$ cat config.mk
export PLATFORM = sky130hd
export DESIGN_NAME = uart_receiver_flat
export DESIGN_NICKNAME = d
export VERILOG_FILES = /design/src/rtl/uart_pkg.sv /design/src/rtl/uart_receiver_if.sv /design/src/rtl/uart_rx_sync.sv /design/src/rtl/uart_receiver.sv /design/src/flat_wrapper.sv
export SDC_FILE = /design/constraint.sdc
export NUM_CORES = 1
export LEC_CHECK = 0
export ABC_AREA = 1
export BUFFER_PORTS_ARGS = -buffer_cell sky130_fd_sc_hd__buf_2
export CORE_ASPECT_RATIO = 1.4
export CORE_UTILIZATION = 35
export DETAILED_ROUTE_END_ITERATION = 10
export PLACE_DENSITY = 0.54
export SLEW_MARGIN = 20
export SYNTH_ARGS = -nofsm -noshare
export SYNTH_HDL_FRONTEND = slang
export SYNTH_SLANG_ARGS = --single-unit
$ cat constraint.sdc
create_clock -name clk -period 3.2 [get_ports clk]
set_input_delay 0 -clock clk [delete_from_list [all_inputs] [get_ports clk]]
set_output_delay 0 -clock clk [all_outputs]
set_load 0.03 [all_outputs]
$ cat src/rtl/uart_pkg.sv
// rtl/uart_pkg.sv - shared UART definitions: state encoding, frame width, bit-timing helpers
package uart_pkg;

  localparam int DATA_BITS = 8;

  typedef enum logic [2:0] {
    WAIT_IDLE,
    IDLE,
    START,
    DATA,
    STOP
  } uart_state_e;

  // One bit period in system clocks; the +1 matches the transmitter's divider.
  function automatic int bit_clks(input int freq, input int baud);
    return freq / baud + 1;
  endfunction

  function automatic int half_clks(input int freq, input int baud);
    return bit_clks(freq, baud) / 2;
  endfunction

endpackage

$ cat src/rtl/uart_receiver_if.sv
// rtl/uart_receiver_if.sv - serial line and byte holding-register handshake of the UART receiver
interface uart_receiver_if;
  import uart_pkg::*;

  logic                 RxD;
  logic [DATA_BITS-1:0] RxData;
  logic                 dataValid;
  logic                 dataAck;
  logic                 framingError;
  logic                 overrun;
  logic                 errClear;
  logic                 isBusy;

  modport master (
    input  RxD,
    input  dataAck,
    input  errClear,
    output RxData,
    output dataValid,
    output framingError,
    output overrun,
    output isBusy
  );

  modport slave (
    output RxD,
    output dataAck,
    output errClear,
    input  RxData,
    input  dataValid,
    input  framingError,
    input  overrun,
    input  isBusy
  );

endinterface

$ cat src/rtl/uart_rx_sync.sv
// rtl/uart_rx_sync.sv - RxD 2-flop synchroniser; UART_RX_MAJORITY_EN adds a 3-sample majority filter
// rxs feeds edge detection; sample feeds bit decisions.
module uart_rx_sync (
  input  logic clk,
  input  logic reset,
  input  logic rxd,
  output logic rxs,
  output logic sample
);

  logic meta;

  always_ff @(posedge clk) begin
    if (reset) begin
      meta <= 1'b1;
      rxs  <= 1'b1;
    end else begin
      meta <= rxd;
      rxs  <= meta;
    end
  end

`ifdef UART_RX_MAJORITY_EN
  // hist[0] is rxs one clock ago, hist[1] two clocks ago.
  logic [1:0] hist;

  always_ff @(posedge clk) begin
    if (reset) begin
      hist <= 2'b11;
    end else begin
      hist <= {hist[0], rxs};
    end
  end

  assign sample = (rxs & hist[0]) | (rxs & hist[1]) | (hist[0] & hist[1]);
`else
  assign sample = rxs;
`endif

endmodule

$ cat src/rtl/uart_receiver.sv
// rtl/uart_receiver.sv - 8N1 UART receiver with holding register, valid/ack handshake, sticky error flags
// UART_RX_MAJORITY_EN: decide each bit one clock late from a 2-of-3 majority around the centre.
module uart_receiver
  import uart_pkg::*;
#(
  parameter int W5Frequency = 6_250_000,
  parameter int baudRate    = 230400
) (
  input  logic             clk,
  input  logic             reset,
  uart_receiver_if.master  bus
);

  localparam int BIT_CLKS = bit_clks(W5Frequency, baudRate);
  localparam int HALF     = half_clks(W5Frequency, baudRate);

`ifdef UART_RX_MAJORITY_EN
  localparam int MAJ_DLY = 1;
`else
  localparam int MAJ_DLY = 0;
`endif

  // With the majority filter the decision lands one clock after the centre, and the
  // counter restarts at 1 so the bit period is still BIT_CLKS.
  localparam int START_END = HALF - 1 + MAJ_DLY;
  localparam int BIT_END   = BIT_CLKS - 1 + MAJ_DLY;
  localparam int CNT_W     = $clog2(BIT_END + 1);
  localparam int IDX_W     = $clog2(DATA_BITS + 1);

  localparam logic [CNT_W-1:0] CNT_START_END = CNT_W'(START_END);
  localparam logic [CNT_W-1:0] CNT_BIT_END   = CNT_W'(BIT_END);
  localparam logic [CNT_W-1:0] CNT_REBASE    = CNT_W'(MAJ_DLY);
  localparam logic [IDX_W-1:0] IDX_LAST      = IDX_W'(DATA_BITS - 1);
  localparam logic [IDX_W-1:0] IDX_MAX       = IDX_W'(DATA_BITS);

  logic rxs;
  logic sample;

  uart_rx_sync u_sync (
    .clk    (clk),
    .reset  (reset),
    .rxd    (bus.RxD),
    .rxs    (rxs),
    .sample (sample)
  );

  uart_state_e          state_q, state_d;
  logic [CNT_W-1:0]     cnt_q, cnt_d;
  logic [IDX_W-1:0]     idx_q, idx_d;
  logic [DATA_BITS-1:0] shift_q, shift_d;
  logic [DATA_BITS-1:0] data_q, data_d;
  logic                 valid_q, valid_d;
  logic                 ferr_q, ferr_d;
  logic                 ovr_q, ovr_d;
  logic                 busy_q, busy_d;
  logic                 commit;
  logic                 frame_err;

  function automatic logic [CNT_W-1:0] cnt_inc(input logic [CNT_W-1:0] c);
    return (c == CNT_BIT_END) ? c : c + 1'b1;
  endfunction

  function automatic logic [IDX_W-1:0] idx_inc(input logic [IDX_W-1:0] i);
    return (i == IDX_MAX) ? i : i + 1'b1;
  endfunction

  always_ff @(posedge clk) begin
    if (reset) begin
      state_q <= WAIT_IDLE;
      cnt_q   <= '0;
      idx_q   <= '0;
      shift_q <= '0;
      data_q  <= '0;
      valid_q <= 1'b0;
      ferr_q  <= 1'b0;
      ovr_q   <= 1'b0;
      busy_q  <= 1'b0;
    end else begin
      state_q <= state_d;
      cnt_q   <= cnt_d;
      idx_q   <= idx_d;
      shift_q <= shift_d;
      data_q  <= data_d;
      valid_q <= valid_d;
      ferr_q  <= ferr_d;
      ovr_q   <= ovr_d;
      busy_q  <= busy_d;
    end
  end

  always_comb begin
    state_d   = state_q;
    cnt_d     = cnt_q;
    idx_d     = idx_q;
    shift_d   = shift_q;
    data_d    = data_q;
    valid_d   = valid_q;
    ferr_d    = ferr_q;
    ovr_d     = ovr_q;
    busy_d    = busy_q;
    commit    = 1'b0;
    frame_err = 1'b0;

    if (bus.dataAck && valid_q) begin
      valid_d = 1'b0;
    end
    if (bus.errClear) begin
      ferr_d = 1'b0;
      ovr_d  = 1'b0;
    end

    case (state_q)
      WAIT_IDLE: begin
        if (rxs) begin
          state_d = IDLE;
          busy_d  = 1'b0;
        end
      end
      IDLE: begin
        if (!rxs) begin
          state_d = START;
          cnt_d   = '0;
          busy_d  = 1'b1;
        end
      end
      START: begin
        if (cnt_q == CNT_START_END) begin
          if (sample) begin
            state_d = IDLE;
            busy_d  = 1'b0;
          end else begin
            state_d = DATA;
            cnt_d   = CNT_REBASE;
            idx_d   = '0;
          end
        end else begin
          cnt_d = cnt_inc(cnt_q);
        end
      end
      DATA: begin
        if (cnt_q == CNT_BIT_END) begin
          shift_d = {sample, shift_q[DATA_BITS-1:1]};
          cnt_d   = CNT_REBASE;
          idx_d   = idx_inc(idx_q);
          if (idx_q == IDX_LAST) begin
            state_d = STOP;
          end
        end else begin
          cnt_d = cnt_inc(cnt_q);
        end
      end
      STOP: begin
        if (cnt_q == CNT_BIT_END) begin
          if (sample) begin
            commit  = 1'b1;
            state_d = IDLE;
            busy_d  = 1'b0;
          end else begin
            // Stay busy until the line returns high so a stuck-low line is not re-framed.
            frame_err = 1'b1;
            state_d   = WAIT_IDLE;
          end
        end else begin
          cnt_d = cnt_inc(cnt_q);
        end
      end
      default: begin
        state_d = WAIT_IDLE;
      end
    endcase

    // A new byte always lands; an ack in the same cycle consumes the old one, so no overrun.
    if (commit) begin
      data_d  = shift_q;
      valid_d = 1'b1;
      if (valid_q && !bus.dataAck) begin
        ovr_d = 1'b1;
      end
    end
    if (frame_err) begin
      ferr_d = 1'b1;
    end
  end

  assign bus.RxData       = data_q;
  assign bus.dataValid    = valid_q;
  assign bus.framingError = ferr_q;
  assign bus.overrun      = ovr_q;
  assign bus.isBusy       = busy_q;

endmodule

$ cat src/flat_wrapper.sv
// flat-port wrapper written by rule: the top's interface ports become plain ports
module uart_receiver_flat import uart_pkg::*;
#(
  parameter int W5Frequency = 6_250_000,
  parameter int baudRate    = 230400
)
  (clk, reset, bus_RxD, bus_dataAck, bus_errClear, bus_RxData, bus_dataValid, bus_framingError, bus_overrun, bus_isBusy);
  uart_receiver_if bus_i ();
  input  logic clk;
  input  logic reset;
  input wire logic [$bits(bus_i.RxD)-1:0] bus_RxD;
  input wire logic [$bits(bus_i.dataAck)-1:0] bus_dataAck;
  input wire logic [$bits(bus_i.errClear)-1:0] bus_errClear;
  output wire logic [$bits(bus_i.RxData)-1:0] bus_RxData;
  output wire logic [$bits(bus_i.dataValid)-1:0] bus_dataValid;
  output wire logic [$bits(bus_i.framingError)-1:0] bus_framingError;
  output wire logic [$bits(bus_i.overrun)-1:0] bus_overrun;
  output wire logic [$bits(bus_i.isBusy)-1:0] bus_isBusy;
  assign bus_i.RxD = bus_RxD;
  assign bus_i.dataAck = bus_dataAck;
  assign bus_i.errClear = bus_errClear;
  assign bus_RxData = bus_i.RxData;
  assign bus_dataValid = bus_i.dataValid;
  assign bus_framingError = bus_i.framingError;
  assign bus_overrun = bus_i.overrun;
  assign bus_isBusy = bus_i.isBusy;
  uart_receiver #(.W5Frequency(W5Frequency), .baudRate(baudRate)) u_core (.clk(clk), .reset(reset), .bus(bus_i));
endmodule
==> summary.md <==
| Metric | Value |
|---|---|
| Worst vdd ir | `256 uV` |
| Lkg Pwr | `1.01 nW` |
| Initial core utilization | `36.3%` |
| Syn. warnings | `0` |
| # fillers | `573` |
| DRC | `0` |
| M2 GR Usage | `30.9%` |
| GP Congestion | `0.851` |
| Post-DP HPWL | `3180 um` |
| Least-Margin Pin Slew | `0.563 ns` |
| Via Count | `1670` |
| # port buffers | `16` |
| Setup ws final | `1.43 ns` |
| Drt total wl | `4170 um` |
| Sequential cell area | `681 um^2` |
| Sequential area share after synthesis | `36.7%` |
| Final period util | `55.3%` |
| Share of the synthesized area in the top cell type | `36.7%` |
| Syn nets | `280` |
| Finished Layout Cells | `356` |
| Largest net degree at the start of global routing | `23` |
| GR Util met3 | `3.26%` |
| Area of the multi-input gates | `1020 um^2` |
| Post-Syn Instances | `270` |
| Gr ovfl total | `0` |
| Crit path DAT | `2.01 ns` |
| CTS Buffer Depth | `2` |
| CP Capture Type | `flop` |
| Post-synthesis cell type count | `25` |
| Worst EP required | `3.44 ns` |
| Pins Over Slew Limit | `0` |
| Status | `complete, no violations` |
| Root Buffer | `clkbuf_8` |
| Setup WS pre-CTS | `1.43 ns` |
| Worst-path clk slew | `0.07 ns` |
| WL per Instance | `11.7 um` |
| Initial antenna violation count | `0` |
| Startpoint types | `flop` |
| RSZ-0062 raised after global routing | `no` |
| Final hold vios | `0` |
| Post-cts sizing count | `0` |
| Crit Path Class | `flop to flop` |
| Full die area | `5600 um^2` |
| Peak fanout along the critical path | `7` |
| Synth Register Bits | `34` |
| Final ANT Viol Nets | `0` |
| Max_slew headroom | `62.4%` |
| Row Count | `31` |
| First-pass GRT wire length | `7180 um` |
| CTS tree | `built` |
| Final setup violation count | `0` |
| Worst skew pair latency | `0.28 ns` |
| Number of H-tree levels | `2` |
| Num CTS Buffers | `5` |
| I/O pin cnt | `17` |
| Via-to-Cell Ratio | `4.69` |
| Clock skew | `0.00578 ns` |
| Yosys top cell by area | `dfxtp_1` |
| N_diodes | `0` |
| Synth top area cells | `dfxtp_1 37%, nand2_1 12%, nor2_1 12%` |
| Power density over the cells | `663 nW/um^2` |
| Final min period | `1.77 ns` |
| Cells after DPL | `346` |
| Synthesized area | `1860 um^2` |
| DR iter-0 viols | `47` |
| Vias in the first global route | `1547` |
| Tot GR Track Use | `16.9%` |
| Final #Nets | `299` |
| Die H | `88.2 um` |
| Setup_tns | `0 ns` |
| P&R area growth vs syn | `12.3%` |
| Syn avg cell area | `6.88 um^2` |
| Worst Hold Class | `input port to flop` |
| Chip Width | `63.6 um` |
| Share of cells above drive strength 1 | `17.9%` |
| Most used routing layer | `met2` |
| First-pass detailed-route iteration total | `4` |
| Max cap viols | `0` |
| Routing usage on met1 | `18.1%` |
| Sink Count | `34` |
| Core area | `5120 um^2` |
| Total power | `1.38 mW` |
| Fmax | `565 MHz` |
-- report_power, final --
group | switching, mW | leakage, nW | internal, mW
sequential | 0.0702 | 0.275 | 0.456
clock | 0.157 | 0.0482 | 0.174
combinational | 0.343 | 0.685 | 0.181
-- per-stage QoR --
step           hold WS, ns  utilization (%)  cell area (um^2)
6_report            0.0428             40.7              2080
3_3_place_gp         0.189             38.5              1970
4_1_cts             0.0353             40.7              2080
2_1_floorplan        0.104                -              1860
5_1_grt             0.0448             40.7              2080
3_5_place_dp         0.192             38.5              1970
-- cell type report --
cell class / count / share of cell area (%)
clock buffers: 7 / 4.14
well taps: 66 / 3.96
multi-input cells: 200 / 48.8
flip-flops and latches: 34 / 32.7
clock inverters: 1 / 0.240
repair buffers: 18 / 4.80
inverters: 30 / 5.40
-- registers in the layout (all words and copies together), names as in the netlist --
signal and count:
u_core.u_sync.rxs 1, u_core.cnt_q 5, u_core.shift_q 8, u_core.bus.framingError 1, u_core.state_q 3, u_core.bus.RxData 8, u_core.bus.isBusy 1, u_core.bus.dataValid 1
u_core.u_sync.meta 1, u_core.bus.overrun 1, u_core.idx_q 4
-- metal layers --
metal / part of all wire (%) / vias up
met1: 42 / 751
met3: 2.5 / 11
met4: 3.3 / 0
met2: 52 / 28
li1: - / 880
met5: 0 / -
-- worst max-delay path, cell delays in order, from the launching register on --
cell and delay [ns]:
dfxtp_1 0.44, ha_1 0.18, inv_1 0.06, nor2_1 0.14, nand2_2 0.17, ha_1 0.32
o21ai_0 0.17, inv_1 0.06, nand4_1 0.06, nand2_1 0.06, inv_1 0.04
-- what timing repair did --
action | CTS | global route
setup buffers | 0 | 0
hold buffers | 2 | 0
endpoints found under the hold margin | 3 | 0
-- worst paths after layout --
kind / from / end / slack (ns) / depth (start not counted)
max: u_core.cnt_q[0] / u_core.cnt_q[0] / 1.43 / 10
min: bus_dataAck / u_core.bus.overrun / 0.04 / 4
max reg2reg: u_core.cnt_q[0] / u_core.cnt_q[0] / 1.43 / 10
min reg2reg: u_core.u_sync.meta / u_core.u_sync.rxs / 0.42 / 1
-- synthesized netlist by cell type (all sizes together) --
cell type,number
nor2,67
clkbuf,2
dfxtp,34
clkinv,1
nand2,69
o21ai,21
inv,29
a21oi,11
xnor2,3
nor3,1
nand3,16
nand4,5
or2,2
ha,5
buf,4
-- cell families (layout without fill, tap and decap cells) --
group,count (synthesis),in the layout,share of synthesized area [%]
xor+xnor,3,3,1.42
buf+inv,36,56,8.56
simple gates,160,160,41.4
fa+ha+maj,5,5,3.37
flops,34,34,36.7
compound gates,32,32,8.63
-- layout by cell type, fill, tap and decap left out, types with 6 or more instances in the layout --
| master | count |
|---|---|
| a21oi_1 | 11 |
| buf_2 | 16 |
| clkbuf_8 | 6 |
| dfxtp_1 | 34 |
| inv_1 | 24 |
| nand2_1 | 59 |
| nand2_2 | 7 |
| nand3_1 | 13 |
| nor2_1 | 58 |
| nor2_4 | 7 |
| o21ai_0 | 19 |
No activity file was read; power rests on OpenSTA's default activity.
